$ cat src/rtl/rle_packer.sv
// Run-token packer: buffers (char, count) tokens in a small FIFO and serialises
// each run as an ASCII character followed by its length digit over valid/ready.
module rle_packer #(
    parameter int DEPTH    = 4,
    parameter bit SKIP_ONE = 1'b0
) (
    input  logic       clk,
    input  logic       rst_n,
    input  logic [7:0] data,
    input  logic [2:0] count,
    input  logic       valid,
    output logic [7:0] out,
    output logic       out_valid,
    input  logic       out_ready,
    output logic       full,
    output logic       overflow
);
    // state | meaning
    // IDLE  | nothing presented; pop the FIFO head when one is available
    // CHAR  | presenting the run character
    // DIGIT | presenting the run length digit
    typedef enum logic [1:0] {IDLE, CHAR, DIGIT} state_t;

    localparam int AW = $clog2(DEPTH);
    localparam int PW = AW + 1;
    localparam logic [PW-1:0] PTR_ONE = PW'(1);

    logic [10:0]   mem [DEPTH];
    logic [PW-1:0] wr_ptr, rd_ptr;
    logic          empty, push, pop, run_done;
    logic [10:0]   head;
    logic [7:0]    out_d, digit;
    logic [2:0]    cnt_q, cnt_d;
    state_t        state_q, state_d;

    assign empty = (wr_ptr == rd_ptr);
    assign full  = (wr_ptr[AW] != rd_ptr[AW]) && (wr_ptr[AW-1:0] == rd_ptr[AW-1:0]);
    assign push  = valid && !full;
    assign head  = mem[rd_ptr[AW-1:0]];

    // A count of 0 is the counter's wrap and stands for a run of 8.
    assign digit = (cnt_q == 3'd0) ? 8'h38 : (8'h30 + {5'd0, cnt_q});

    assign out_valid = (state_q != IDLE);

    always_comb begin
        state_d  = state_q;
        out_d    = out;
        cnt_d    = cnt_q;
        pop      = 1'b0;
        run_done = 1'b0;
        unique case (state_q)
            IDLE: begin
                if (!empty) begin
                    pop     = 1'b1;
                    out_d   = head[7:0];
                    cnt_d   = head[10:8];
                    state_d = CHAR;
                end
            end
            CHAR: begin
                if (out_ready) begin
                    if (SKIP_ONE && cnt_q == 3'd1) begin
                        run_done = 1'b1;
                    end else begin
                        out_d   = digit;
                        state_d = DIGIT;
                    end
                end
            end
            DIGIT: begin
                if (out_ready) run_done = 1'b1;
            end
            default: state_d = IDLE;
        endcase
        // Chain straight into the next run so back-to-back tokens have no gap.
        if (run_done) begin
            if (!empty) begin
                pop     = 1'b1;
                out_d   = head[7:0];
                cnt_d   = head[10:8];
                state_d = CHAR;
            end else begin
                state_d = IDLE;
            end
        end
    end

    always_ff @(posedge clk or negedge rst_n) begin
        if (!rst_n) begin
            state_q  <= IDLE;
            out      <= 8'h00;
            cnt_q    <= 3'd0;
            wr_ptr   <= '0;
            rd_ptr   <= '0;
            overflow <= 1'b0;
        end else begin
            state_q <= state_d;
            out     <= out_d;
            cnt_q   <= cnt_d;
            if (push) wr_ptr <= wr_ptr + PTR_ONE;
            if (pop) rd_ptr <= rd_ptr + PTR_ONE;
            if (valid && full) overflow <= 1'b1;
        end
    end

    always_ff @(posedge clk) begin
        if (push) mem[wr_ptr[AW-1:0]] <= {count, data};
    end
endmodule

$ cat config.mk
export PLATFORM = sky130hd
export DESIGN_NAME = rle_packer
export DESIGN_NICKNAME = d
export VERILOG_FILES = /design/src/rtl/rle_packer.sv
export SDC_FILE = /design/constraint.sdc
export NUM_CORES = 1
export LEC_CHECK = 0
export BUFFER_PORTS_ARGS = -buffer_cell sky130_fd_sc_hd__buf_2
export CAP_MARGIN = 15
export CORE_MARGIN = 2
export CORE_UTILIZATION = 31
export DETAILED_ROUTE_END_ITERATION = 10
export PLACE_DENSITY = 0.47
export SLEW_MARGIN = 20
export SYNTH_ARGS = -nofsm -noshare
export SYNTH_HDL_FRONTEND = slang
export SYNTH_SLANG_ARGS = --single-unit
$ cat constraint.sdc
create_clock -name clk -period 4.25 [get_ports clk]
set_clock_uncertainty 0.2 [all_clocks]
set_input_delay 0.6375 -clock clk [delete_from_list [all_inputs] [get_ports clk]]
set_output_delay 0.6375 -clock clk [all_outputs]
set_load 0.05 [all_outputs]
==> results of run 1 <==
## logic make-up (layout without fill, tap and decap cells)
group / Yosys count / in the layout / share of synthesized area
AOI/OAI and AO/OA: 25 / 25 / 0.0757
xor gates and xnor gates: 8 / 8 / 0.0260
adders and majority gates: 5 / 5 / 0.0232
buffers and inverters: 11 / 47 / 0.0195
DFF: 64 / 64 / 0.676
muxes: 18 / 18 / 0.121
and+or+nand+nor: 30 / 30 / 0.0581
## metal layers
metal  share of wire  vias up  global-route usage
met4           0.016        0              0.0513
li1                -      689                   -
met5               0        -                   0
met1            0.46      749               0.154
met3           0.035        9              0.0281
met2            0.49       31               0.197
## cells in the final DEF (no fill, tap or decap), types with 6 or more instances in the layout
cell type	count
buf_2	25
clkbuf_8	9
dfrtp_1	20
edfxtp_1	44
mux4_2	10
nand2_1	6
nor2_1	6
## stage by stage
stage                     total power, µW  utilization
after CTS                            2720        0.369
after floorplan                      1820            -
after global routing                 2850        0.369
after global placement               2060        0.341
final                                2690        0.369
after detailed placement             2090        0.341
## registers in the layout, summed over array words and instances, names as in the netlist
register,flops
rd_ptr,3
out,8
wr_ptr,3
overflow,1
mem,44
state_q,2
cnt_q,3
## final cells by class
cell class	count	area share
clock buffers	9	0.0391
flip-flops and latches	64	0.574
inverters	5	0.00592
clock inverters	7	0.0379
multi-input cells	86	0.258
repair buffers	26	0.0418
well taps	108	0.0426
## final timing paths
| path | end | cells past startpoint |
|---|---|---|
| max | full | 3 |
| min | out[7]$_DFF_PN0_ | 1 |
| max reg2reg | mem[3][1]$_DFFE_PP_ | 3 |
| min reg2reg | overflow$_DFFE_PN0P_ | 1 |
| max in group asynchronous | cnt_q[1]$_DFF_PN0_ | 1 |
| min in group clk | overflow$_DFFE_PN0P_ | 1 |
## where the power goes
group	internal [µW]	switching [µW]	leakage, µW
logic	399	649	0.000445
registers	875	145	0.000638
clock network	390	236	0.000119
## worst max-delay path: cells and delay by family (launching register included)
family / cells / cell delay [ns]
buffers and inverters: 1 / 0.28
flip-flops: 1 / 0.60
XOR/XNOR: 1 / 0.55
AND/OR/NAND/NOR: 1 / 0.28
==> impl_metrics.csv, run 1 <==
group,metric,value,unit
global_route,grt_start_max_net_pins,21,
critical_path,ff2ff_setup_slack,1.50,ns
run,max-cap-violations,0,
global_route,grt_use_total,0.120,
synthesis,synthDominantCellAreaShare,0.490,
die,die_h,97.2,µm
critical_path,worstPathCellList,"xnor2_1 -> and3_1 -> buf_2",
synthesis,netlist_instances,161,
drt,viasPerCell,4.85,
drt,drt_iter0_drc,18,
finish,stdcell_count,305,
drt,drc,0,
die,core.rowCount,34,
finish,final_nets,212,
synthesis,yosysWarnings,0,
die,core_area,8590,µm²
synthesis,synthTopCellsByCount,"edfxtp_1, dfrtp_1, mux4_2",
clock_tree,htree_levels,3,
finish,postLayoutCellArea,3170,µm²
placement,pre_cts_ws,1.49,ns
drt,post_drt_wl_per_cell,17.6,µm
placement,dp_hpwl,3800,µm
placement,io_buffer_count,25,
drt,drt_first_pass_iters,4,
global_route,grt_pass1_vias,1586,
drt,vias,1478,
outcome,status,"completed",
synthesis,yosysSeqAreaShare,0.676,
clock_tree,cts.sinks,64,
timing,period_minus_slack,2.87,ns
pwr,leakage,0.00120,µW
pwr,p_per_area,849,nW/µm²
synthesis,synth-seq-cells,64,
synthesis,synth_edf_count,44,
synthesis,synthDistinctLibCells,34,
clock_tree,numCtsBuffers,9,
clock_tree,cts_tree,"built",
pwr,irDropWorstVdd,287,µV
critical_path,rr_startpoint,"rd_ptr[1]$_DFFE_PN0P_",
die,dieArea,9450,µm²
synthesis,syn_nets,181,
die,die_w,97.2,µm
die,initial_utilization,0.313,
critical_path,startpoint,"rd_ptr[1]$_DFFE_PN0P_",
synthesis,avgSynthCellArea,16.7,µm²
timing,setup_viol,0,
global_route,antenna_found_initial,0,
finish,nFillCells,822,
critical_path,cp_slowest_cell,"dfrtp_1",
hold_path,hold_class,"in2async",
critical_path,cp-start-kind,"register",
clock_tree,cts_resized,0,
global_route,grt_pass1_wl,8580,µm
die,io-pin-count,26,
critical_path,arrival,2.03,ns
finish,n_antenna_cell,0,
finish,regArea,1820,µm²
critical_path,critPathMaxFanout,14,
global_route,grt_overflow,0,
drt,ant_nets,0,
timing,grt_setup_unrepaired,"no",
synthesis,synth_most_common_cell,"edfxtp_1",
timing,fmax,0.348,GHz
placement,placed_cells,289,
timing,worstMarginPinSlew,0.841,ns
clock_tree,clk_latency,0.33,ns
critical_path,slowest_delay,0.60,ns
critical_path,crit_path_end_kind,"output port",
placement,routabilityCongestion,0.727,
timing,post-route-period-util,0.676,
finish,multi_input_area,820,µm²
timing,relSlewSlack,0.439,
finish,syn2layout_area_growth,17.7,%
clock_tree,hold_buffers,0,
drt,wl,5350,µm
synthesis,synth-async-reset-ratio,0.313,
critical_path,worstSetupPathType,"reg2out",
timing,finalHoldViolCount,0,
clock_tree,cts_setup_buffers,0,
timing,slew_viol_final,0,
clock_tree,clk_path_buf_depth,2,
synthesis,netlist_area,2690,µm²
synthesis,yosysTopAreaCell,"edfxtp_1",
placement,place_area,2930,µm²
clock_tree,clk_pin_slew,0.07,ns
timing,fin_hold_ws,0.0468,ns
synthesis,ys.flop_type,"edfxtp_1",
finish,drive_gt1_frac,0.299,
timing,setup_slack,1.38,ns
critical_path,cp.required,3.41,ns
synthesis,synth_area_leaders,"edfxtp_1, dfrtp_1, mux4_2",
clock_tree,cts_root_buf,"clkbuf_8",
timing,setup_tns,0,ns
Power figures use the tool's default switching activity.
==> run 2: changes to the inputs <==
ABC_AREA = 1   (was not set)
PLACE_DENSITY = 0.49   (was 0.47)
clock period = 2.6 ns   (was 4.25 ns; I/O delays follow)
==> run 2 against run 1 <==
  * Combinational power rose by 73%
  * Design area rose by 3.7%
  * Cell count rose by 38%
  * Via count rose by 29%
  * Count of clock-buffer cells in the layout did not move
  * Register-to-register slack got worse by 1.0 ns
  * Sequential power rose by 57%
  * Clock power rose by 35%
  * Die area rose by 4.3%
  * Global-route usage rose by 1.5 points
  * Power rose by 58%
  * Critical path type unchanged
==> impl_metrics.csv, run 2 <==
group,metric,value,unit
pwr,power_frac_clock,0.198,
clock_tree,cts_root_buf,"clkbuf_8",
synthesis,synthDominantCellAreaShare,0.470,
timing,slew_viol_final,0,
hold_path,hold_class,"in2reg",
synthesis,avgSynthCellArea,10.3,µm²
drt,wl,6210,µm
clock_tree,htree_levels,3,
clock_tree,numCtsBuffers,9,
synthesis,netlist_instances,273,
drt,ant_nets,0,
finish,postLayoutCellArea,3290,µm²
timing,worstMarginPinSlew,0.518,ns
finish,final_cell_mix,"nand2_1, edfxtp_1, nor2_1",
timing,fmax,0.431,GHz
die,core.rowCount,34,
critical_path,cp_slowest_cell,"dfrtp_1",
clock_tree,cts_tree,"built",
critical_path,worstSetupPathType,"reg2out",
finish,drive_gt1_frac,0.178,
global_route,grt_pass1_wl,9890,µm
clock_tree,clk_pin_slew,0.08,ns
global_route,grt_pass1_vias,1882,
timing,post-route-period-util,0.892,
timing,finalHoldViolCount,0,
die,io-pin-count,26,
pwr,comb_power_share,0.428,
timing,grt_setup_unrepaired,"no",
pwr,p_int,2400,µW
pwr,irDropWorstVdd,378,µV
clock_tree,clk_latency,0.34,ns
finish,final_nets,329,
synthesis,synth_area_leaders,"edfxtp_1, dfrtp_1, nand2_1",
synthesis,synthTopCellsByCount,"nand2_1, edfxtp_1, nor2_1",
clock_tree,cts.sinks,64,
critical_path,crit_path_end_kind,"output port",
finish,nFillCells,878,
die,dieArea,9860,µm²
timing,relSlewSlack,0.655,
critical_path,cp-start-kind,"register",
placement,place_area,3080,µm²
die,die_h,99.3,µm
outcome,status,"completed",
global_route,grt_start_max_net_pins,24,
synthesis,synth-seq-cells,64,
placement,io_buffer_count,25,
drt,post_drt_wl_per_cell,14.7,µm
critical_path,cp.required,2.01,ns
critical_path,critPathMaxFanout,16,
finish,largest_reg_flops,44,
critical_path,slowest_delay,0.67,ns
global_route,grt_overflow,0,
synthesis,synth_edf_count,44,
run,max-cap-violations,0,
drt,drc,0,
synthesis,synthDistinctLibCells,26,
finish,syn2layout_area_growth,16.9,%
synthesis,syn_nets,293,
synthesis,yosysTopAreaCell,"edfxtp_1",
synthesis,netlist_area,2810,µm²
pwr,switching_share,0.438,
finish,final_common_cell,"nand2_1",
placement,routabilityCongestion,0.778,
global_route,grt_use_total,0.135,
pwr,leakage,0.00141,µW
global_route,antenna_found_initial,0,
synthesis,ys.flop_type,"edfxtp_1",
die,initial_utilization,0.321,
timing,setup_viol,0,
synthesis,yosysWarnings,0,
synthesis,synth-async-reset-ratio,0.313,
finish,n_antenna_cell,0,
pwr,p_per_area,1300,nW/µm²
drt,viasPerCell,4.53,
critical_path,worstPathCellList,"nand2_1 -> nand2_2 -> nand3_2 -> inv_1 -> buf_2",
pwr,seqPwrFrac,0.375,
timing,setup_tns,0,ns
pwr,p_switching,1870,µW
synthesis,synth_most_common_cell,"nand2_1",
drt,vias,1912,
placement,dp_hpwl,4220,µm
critical_path,arrival,1.73,ns
synthesis,yosysSeqAreaShare,0.647,
drt,drt_first_pass_iters,4,
clock_tree,clk_path_buf_depth,2,
timing,period_minus_slack,2.32,ns
die,die_w,99.3,µm
die,core_area,8760,µm²
drt,drt_iter0_drc,102,
[run 2: repair_timing]
action	CTS	global route
setup buffers	0	0
hold buffers	1	0
endpoints found under the hold margin	20	0
resized for setup	0	0
[run 2: cell families (layout without fill, tap and decap cells)]
group	after synthesis	in the layout	share of synthesized area
AND/OR/NAND/NOR	125	125	0.190
flip-flops	64	64	0.647
buffers and inverters	38	79	0.0556
AO/OA/AOI/OAI	37	37	0.0725
adder cells (fa/ha/maj)	5	5	0.0222
XOR/XNOR	4	4	0.0124
[run 2: layout make-up]
cell class,instances,area (µm²),share of cell area
multi-input cells,171,836,0.254
repair buffers,33,188,0.0571
clock buffers,9,124,0.0377
flip-flops and latches,64,1820,0.554
well taps,108,135,0.0411
inverters,30,113,0.0342
clock inverters,7,72.6,0.0221
[run 2: worst max-delay path: cells and delay by family (launching register included)]
family	cells	cell delay (ns)
simple gates	3	0.38
flops	1	0.67
buf+inv	2	0.34
[run 2: power by group through the flow]
stage	clock (µW)	combinational (µW)	sequential, µW
5_1_grt	932	2050	1640
2_1_floorplan	0	1170	1800
4_1_cts	880	1850	1600
3_3_place_gp	0	1830	1620
3_5_place_dp	0	1840	1620
6_report	844	1820	1600
[run 2: final timing paths]
path	end	cells past startpoint	slack (ns)	from
worst max register to register	mem[3][9]$_DFFE_PP_	7	0.49	rd_ptr[1]$_DFFE_PN0P_
worst max-delay path	full	5	0.28	rd_ptr[1]$_DFFE_PN0P_
worst min register to register	overflow$_DFFE_PN0P_	1	0.26	overflow$_DFFE_PN0P_
worst min-delay path	mem[1][7]$_DFFE_PP_	1	0.07	data[7]
max in group asynchronous	rd_ptr[1]$_DFFE_PN0P_	2	1.52	rst_n
min in group asynchronous	rd_ptr[2]$_DFFE_PN0P_	2	0.34	rst_n
[run 2: per-stage QoR]
stage	utilization	total power (µW)	setup WS [ns]	hold WS, ns	std cells
2_1_floorplan	-	2970	0.658	-0.106	273
3_3_place_gp	0.352	3450	0.524	0.184	405
3_5_place_dp	0.352	3460	0.473	0.181	405
4_1_cts	0.375	4330	0.239	0.0423	422
5_1_grt	0.375	4620	0.135	0.0481	422
6_report	0.375	4270	0.280	0.0679	422
[run 2: layer usage]
metal	GRT usage	vias up	routed length, µm
met1	0.178	897	2980
met2	0.209	35	2930
met5	0	-	0
li1	-	978	-
met4	0.0390	0	42
met3	0.0520	2	252
